$ cat src/rtl/ppc_types.sv
// ppc_types: shared load/store bridge constants, default response layout and byte-lane helper.
package ppc_types;
  localparam int BYTE_LANES = 4;
  localparam int DEFAULT_RS_ID_WIDTH = 5;
  typedef struct packed {
    logic [DEFAULT_RS_ID_WIDTH-1:0] rs_id;
    logic [4:0] reg_addr;
    logic [31:0] data;
  } mem_response_t;
  // Lane 0 is the lowest byte address, i.e. the most significant byte of the word.
  function automatic logic [31:0] lane_mask(input logic [BYTE_LANES-1:0] en);
    logic [31:0] m;
    m = '0;
    for (int i = 0; i < BYTE_LANES; i++) m[31-8*i -: 8] = {8{en[i]}};
    return m;
  endfunction
endpackage

$ cat src/rtl/sync_fifo.sv
// sync_fifo: single-clock FIFO with power-of-two depth; push and pop may coincide at any fill level.
module sync_fifo #(
  parameter int WIDTH = 8,
  parameter int DEPTH = 4
) (
  input  logic                     clk,
  input  logic                     rst,
  input  logic                     push_i,
  input  logic [WIDTH-1:0]         data_i,
  input  logic                     pop_i,
  output logic [WIDTH-1:0]         data_o,
  output logic                     full_o,
  output logic                     empty_o,
  output logic [$clog2(DEPTH):0]   count_o
);
  localparam int AW = $clog2(DEPTH);
  logic [WIDTH-1:0] mem_q [DEPTH];
  logic [AW-1:0] wr_q, rd_q;
  logic [AW:0] cnt_q;
  logic do_push, do_pop;
  assign empty_o = cnt_q == '0;
  assign full_o = cnt_q == (AW+1)'(DEPTH);
  assign do_pop = pop_i & ~empty_o;
  assign do_push = push_i & (~full_o | do_pop);
  assign data_o = mem_q[rd_q];
  assign count_o = cnt_q;
  always_ff @(posedge clk) begin
    if (do_push) mem_q[wr_q] <= data_i;
  end
  always_ff @(posedge clk) begin
    if (rst) begin
      wr_q <= '0;
      rd_q <= '0;
      cnt_q <= '0;
    end else begin
      if (do_push) wr_q <= wr_q + 1'b1;
      if (do_pop) rd_q <= rd_q + 1'b1;
      cnt_q <= cnt_q + (AW+1)'(do_push) - (AW+1)'(do_pop);
    end
  end
endmodule

$ cat src/rtl/data_mem_bridge.sv
// data_mem_bridge: load/store unit to synchronous SRAM bridge with an in-order load response queue.
module data_mem_bridge
  import ppc_types::*;
#(
  parameter int RS_ID_WIDTH = 5,
  parameter int ADDR_WIDTH = 10,
  parameter int RESP_DEPTH = 4
) (
  input  logic                   clk,
  input  logic                   rst,
  input  logic                   to_mem_valid,
  output logic                   to_mem_ready,
  input  logic [RS_ID_WIDTH-1:0] to_mem_rs_id,
  input  logic [4:0]             to_mem_reg_addr,
  input  logic [31:0]            mem_address,
  input  logic [31:0]            mem_write_data,
  input  logic [BYTE_LANES-1:0]  mem_write_en,
  input  logic [BYTE_LANES-1:0]  mem_read_en,
  output logic                   from_mem_valid,
  input  logic                   from_mem_ready,
  output logic [RS_ID_WIDTH-1:0] from_mem_rs_id,
  output logic [4:0]             from_mem_reg_addr,
  output logic [31:0]            mem_read_data,
  output logic                   sram_en,
  output logic [BYTE_LANES-1:0]  sram_we,
  output logic [ADDR_WIDTH-1:0]  sram_addr,
  output logic [31:0]            sram_wdata,
  input  logic [31:0]            sram_rdata,
  output logic                   protocol_error
);
  localparam int CW = $clog2(RESP_DEPTH) + 1;
  // Same layout as mem_response_t, with the tag width taken from this instance.
  typedef struct packed {
    logic [RS_ID_WIDTH-1:0] rs_id;
    logic [4:0] reg_addr;
    logic [31:0] data;
  } resp_t;
  resp_t push_data, head;
  logic [CW-1:0] fifo_count;
  logic fifo_full, fifo_empty, accept, is_store, is_load, pop;
  logic pend_q, pend_d, err_q, err_d;
  logic [RS_ID_WIDTH-1:0] pend_rs_q;
  logic [4:0] pend_reg_q;
  logic [BYTE_LANES-1:0] pend_mask_q;
  logic unused_addr_bits;
  assign unused_addr_bits = ^{mem_address[31:ADDR_WIDTH+2], mem_address[1:0]};
  // An in-flight read still needs a FIFO slot, so it counts against capacity.
  assign to_mem_ready = ~rst & ~fifo_full & (fifo_count + CW'(pend_q) < CW'(RESP_DEPTH));
  assign from_mem_valid = ~rst & ~fifo_empty;
  assign from_mem_rs_id = head.rs_id;
  assign from_mem_reg_addr = head.reg_addr;
  assign mem_read_data = head.data;
  assign protocol_error = ~rst & err_q;
  always_comb begin
    is_store = |mem_write_en;
    is_load = ~is_store & |mem_read_en;
    accept = to_mem_valid & to_mem_ready;
    pend_d = accept & is_load;
    err_d = err_q | (accept & (is_store ? |mem_read_en : ~is_load));
    sram_en = accept & (is_store | is_load);
    sram_we = (accept & is_store) ? mem_write_en : '0;
    sram_addr = mem_address[ADDR_WIDTH+1:2];
    sram_wdata = mem_write_data;
    push_data = '{rs_id: pend_rs_q, reg_addr: pend_reg_q, data: sram_rdata & lane_mask(pend_mask_q)};
    pop = from_mem_valid & from_mem_ready;
  end
  always_ff @(posedge clk) begin
    pend_rs_q <= to_mem_rs_id;
    pend_reg_q <= to_mem_reg_addr;
    pend_mask_q <= mem_read_en;
    if (rst) begin
      pend_q <= 1'b0;
      err_q <= 1'b0;
    end else begin
      pend_q <= pend_d;
      err_q <= err_d;
    end
  end
  sync_fifo #(.WIDTH($bits(resp_t)), .DEPTH(RESP_DEPTH)) u_resp_fifo (
    .clk     (clk),
    .rst     (rst),
    .push_i  (pend_q),
    .data_i  (push_data),
    .pop_i   (pop),
    .data_o  (head),
    .full_o  (fifo_full),
    .empty_o (fifo_empty),
    .count_o (fifo_count)
  );
endmodule
$ cat config.mk
export PLATFORM = sky130hd
export DESIGN_NAME = data_mem_bridge
export DESIGN_NICKNAME = d
export VERILOG_FILES = /design/src/rtl/ppc_types.sv /design/src/rtl/sync_fifo.sv /design/src/rtl/data_mem_bridge.sv
export SDC_FILE = /design/constraint.sdc
export NUM_CORES = 1
export LEC_CHECK = 0
export CAP_MARGIN = 20
export CORE_MARGIN = 5
export CORE_UTILIZATION = 43
export DETAILED_ROUTE_END_ITERATION = 7
export PLACE_DENSITY = 0.76
export SYNTH_ARGS = -nofsm -noshare
export SYNTH_HDL_FRONTEND = slang
export SYNTH_SLANG_ARGS = --single-unit
$ cat constraint.sdc
create_clock -name clk -period 2.5 [get_ports clk]
set_clock_uncertainty 0.05 [all_clocks]
set_input_delay 0.5 -clock clk [delete_from_list [all_inputs] [get_ports clk]]
set_output_delay 0.5 -clock clk [all_outputs]
set_load 0.05 [all_outputs]
; After elaboration in Yosys (flattened, before gate mapping)
; Memory sizes are Yosys's and may differ from the RTL's. A register that Yosys moved wholly into a read port is not among the register bits.
; Cells that the tools add are included.
[totals]
in_bits = 118
ramBits = 168
memories = 1
word_cells = 47
out_inout_bits = 92
ff_bits = 23
[classes]
addsub = 5
order_cmp = 1
reduce_logical = 3
n_eq_ne = 1
muxes = 6
bitwise_logic = 22
[mem_list]
columns = memory, words, width, rd, rd_ports_with_merged_regs, write_ports, line
row1 = u_resp_fifo.mem_q, 4, 42, 1, 1, 1, sync_fifo.sv:17  ; logic [WIDTH-1:0] mem_q [DEPTH];
[ops]
columns = cell, n
row1 = AND 32 bit, 1
row2 = AND 1 bit, 13
row3 = OR reduction 4 bit, 2
row4 = adder 3 x 1 -> 3 bit, 2
row5 = inverter 1 bit, 5
row6 = "adder 2 x 1 -> 2 bit, second input constant", 2
row7 = 2-to-1 mux 2 bit, 2
row8 = 2-to-1 mux 4 bit, 1
row9 = "== test 3 bit, second input constant", 1
row10 = zero test 3 bit, 1
row11 = "< comparator 3 bit, second input constant", 1
row12 = 2-to-1 mux 1 bit, 3
row13 = OR 1 bit, 3
row14 = subtractor 3 x 1 -> 3 bit, 1

; Depth between registers and ports, before layout
[logic_depth]
ltp_word = 9
mapped_depth = 11
depth_no_buf = 10

; By module
; Synthesis repeated with hierarchy kept, for this count alone.
[unflattened]
hier_cells = 375
area_unflattened_um2 = 7544.7
[modules_own_cells]
columns = mod, area_per_inst_um2, n_inst, cells_per_inst
row1 = sync_fifo, 6566.3, 1, 267
row2 = data_mem_bridge, 978.4, 1, 108

; Worst setup path after synthesis
; OpenSTA, ideal clock, no wires.
[synth_timing]
path_type = input to register
start = input rst
end = memory u_resp_fifo.mem_q[2][0] (netlist name), enable pin
t_arrival_ns = 2.101
stages = 4
required_time_ns = 2.047
n_path_buf = 1
setup_slack_ns = -0.055
path_cell_list = buf_6 -> nand2b_4 -> a31oi_1 -> and2_1
[synth_via]
elab_chain_cells = 8
[synth_rtl]
columns = element, line
row1 = from (decl), data_mem_bridge.sv:10  ; input logic rst,
row2 = inverter 1 bit, data_mem_bridge.sv:49  ; assign from_mem_valid = ~rst & ~fifo_empty;
row3 = AND 1 bit, data_mem_bridge.sv:49
row4 = AND 1 bit, data_mem_bridge.sv:65  ; pop = from_mem_valid & from_mem_ready;
row5 = AND 1 bit, sync_fifo.sv:23  ; assign do_pop = pop_i & ~empty_o;
row6 = OR 1 bit, sync_fifo.sv:24  ; assign do_push = push_i & (~full_o | do_pop);
row7 = AND 1 bit, sync_fifo.sv:24
row8 = net u_resp_fifo.do_push, sync_fifo.sv:20  ; logic do_push, do_pop;
row9 = 2-to-1 mux 1 bit, sync_fifo.sv:28  ; if (do_push) mem_q[wr_q] <= data_i;
row10 = 2-to-1 mux 1 bit (not written as such), sync_fifo.sv:28
row11 = to (decl), sync_fifo.sv:17
; The timed path passes the listed nets, and every way through them passes these cells.

==> impl_metrics.csv <==
group,metric,value,unit
sta,tightest_slew,0.490,ns
drt,wl_per_cell,20.5,µm
cts,root_buffer,"clkbuf_16",
power_and_ir_drop,peakVddDrop,0.000499,V
die,die-area,20300,µm²
worst_setup_path,path_max_fanout,15,
worst_setup_path,rr_startpoint,"u_resp_fifo.count_o[0]",
yosys,yosysWarnings,0,
placed_design,port_buffers,103,
outcome,run_status,"completed",
finish,final_cells,709,
finish,diodes,0,
sta,slew_violations,0,
global_route,grt_max_degree,28,
sta,setup_viol,0,
yosys,yosysTopAreaCellShare,67.0,%
yosys,synth-edff-count,168,
worst_setup_path,start_kind,"flip-flop",
worst_setup_path,cpPeakStageDelay,0.64,ns
cts,cts_buffers,17,
worst_setup_path,cp.required,1.95,ns
finish,layout-drive-gt1-share,33.1,%
sta,setup_ws,0.0976,ns
power_and_ir_drop,p_per_area,864,nW/µm²
worst_setup_path,critPathKind,"flip-flop to output pin",
worst_setup_path,worstPathCellList,"buf_12 > mux4_2 > buf_4",
drt,firstDrtPassIters,4,
finish,final_common_cell,"edfxtp_1",
min_path,hp-class,"input pin to flip-flop",
drt,vias,3617,
finish,final_nets,598,
yosys,ys_top_cells_by_area,"edfxtp_1, mux4_2, dfxtp_1",
yosys,synth_top_cell_by_area,"edfxtp_1",
die,ios,210,
worst_setup_path,arrival,1.85,ns
worst_setup_path,cp_slowest_cell,"dfxtp_2",
yosys,synth-async-reset-ratio,0,%
drt,routed_wl,14500,µm
die,dieWidth,142,µm
global_route,grt_overflow,0,
worst_setup_path,timing.rr.end,"u_resp_fifo.count_o[2]",
power_and_ir_drop,cellLeakagePower,3.19,nW
sta,fin_crit_sh,96.1,%
yosys,yosysUniqueCellTypes,32,
sta,hold_violations,0,
drt,drc,0,
sta,relSlewSlack,67.4,%
finish,final_cell_mix,"edfxtp_1, buf_4, clkdlybuf4s50_1",
yosys,avgSynthCellArea,19.8,µm²
placed_design,hpwl,9550,µm
die,start_util,43.7,%
yosys,syn_inst,380,
die,row_count,48,
sta,fmax,416,MHz
yosys,synth_fp_nets,507,
placed_design,placed_cells,674,
worst_setup_path,ff2ff_setup_slack,0.14,ns
cts,clk_pin_slew,0.07,ns
finish,fill_cells,1314,
yosys,ys_ff_latch,193,
die,die_y,142,µm
worst_setup_path,cp-end-kind,"output pin",
flow_run,drv_cap,0,
global_route,grt_use_total,15.1,%
cts,clk_latency,0.42,ns
placed_design,post-place-ws,-0.238,ns
global_route,antenna_found_initial,0,
drt,drtIter0Drc,164,
sta,fin_crit,2.40,ns
yosys,synth_flop_cell,"edfxtp_1",
min_path,hp-start,"mem_read_en[1]",
yosys,syn-cell-area,7530,µm²
min_path,min_to,"pend_mask_q[1]",
placed_design,gp_congestion,0.754,
cts,htree_num_levels,4,
global_route,grt_pass1_vias,4089,
finish,area_delta_synth_final,24.3,%
die,core,17200,µm²
drt,vias_per_cell,5.10,
cts,clock_path_buffers,2,
cts,cts.sinks,193,
yosys,ys_seq_area_share,73.6,%
drt,ant_nets,0,
worst_setup_path,reg2regPathDepth,10,
min_path,hold_depth,1,
cts,cts_tree,"yes",
global_route,grt_pass1_wl,22800,µm
-- worst max-delay path by stage --
stage	from	endpoint	slack, ns	cells after the start
2_1_floorplan	u_resp_fifo.count_o[1]	sram_en	0.17	3
3_3_place_gp	mem_read_en[1]	sram_en	-0.18	6
3_5_place_dp	from_mem_ready	u_resp_fifo.count_o[2]	-0.24	10
4_1_cts	u_resp_fifo.count_o[1]	u_resp_fifo.count_o[2]	0.02	10
5_1_grt	u_resp_fifo.count_o[2]	u_resp_fifo.count_o[2]	-0.0009	10
6_report	flip-flop	mem_read_data[28]	0.1	3
-- worst max-delay path, delay by kind of cell, from the launching register on --
kind	cells	cell delay, ns
flip-flops	1	0.64
buffers and inverters	2	0.44
multiplexers	1	0.34
-- cells by family (layout without fill, tap and decap cells) --
group / count (synthesis) / in the layout / share of synthesized area, %
compound gates: 10 / 10 / 1.05
buf+inv: 63 / 167 / 5.90
flops: 193 / 193 / 73.6
fa+ha+maj: 9 / 9 / 1.60
simple gates: 60 / 60 / 4.87
xor+xnor: 1 / 1 / 0.116
mux: 44 / 44 / 12.8
-- power by group --
group / switching (W) / internal (W) / total, W / leakage (nW)
sequential: 0.0000785 / 0.00355 / 0.00362 / 1.74
clock: 0.00119 / 0.00161 / 0.00280 / 0.297
combinational: 0.000952 / 0.000713 / 0.00166 / 1.15
-- timing repair --
action	in CTS	in global routing
endpoints found under the setup margin	31	2
pin swaps	1	1
resized for setup	7	2
buffers inserted	3	0
hold buffers	0	0
-- cell type report --
type	count	area, µm²	area share (%)
timing repair buffer	125	1310	14.0
inverter	10	37.5	0.401
tap	225	282	3.01
multi-input combinational	124	1560	16.7
clock buffer	17	425	4.55
clock inverter	15	193	2.06
sequential	193	5550	59.3
-- routing by layer --
metal	vias up	GRT usage [%]	share of wire [%]
met5	-	0	0
met3	43	5.28	6.3
met1	1837	17.9	39
li1	1620	-	-
met4	0	6.05	2.3
met2	117	25.4	52
-- synthesized netlist by cell type, types with 4 or more instances --
cell type and instances:
edfxtp_1 168, inv_1 10, and2_1 37, buf_6 6, dfxtp_1 25, and3_1 5
ha_1 8, buf_2 4, buf_4 42, nor2_1 7, mux4_2 42
-- state kept, by name (all words and copies together), names as in the netlist, named ones only --
name / count
u_resp_fifo.mem_q: 168
u_resp_fifo.wr_q: 2
u_resp_fifo.count_o: 3
pend_mask_q: 4
err_q: 1
pend_rs_q: 5
u_resp_fifo.rd_q: 2
pend_q: 1
pend_reg_q: 5
-- per-stage QoR --
step | total power, W | instance area [µm²] | hold WS [ns] | setup TNS (ns) | utilization [%]
2_1_floorplan | 0.00500 | 7540 | 0.379 | 0 | -
3_3_place_gp | 0.00532 | 8700 | 0.380 | -0.254 | 50.5
3_5_place_dp | 0.00535 | 8700 | 0.411 | -0.420 | 50.5
4_1_cts | 0.00818 | 9350 | 0.258 | 0 | 54.2
5_1_grt | 0.00842 | 9360 | 0.252 | -0.000941 | 54.3
6_report | 0.00809 | 9360 | 0.282 | 0 | 54.3
Note: power is estimated with default switching activity, not from simulation.
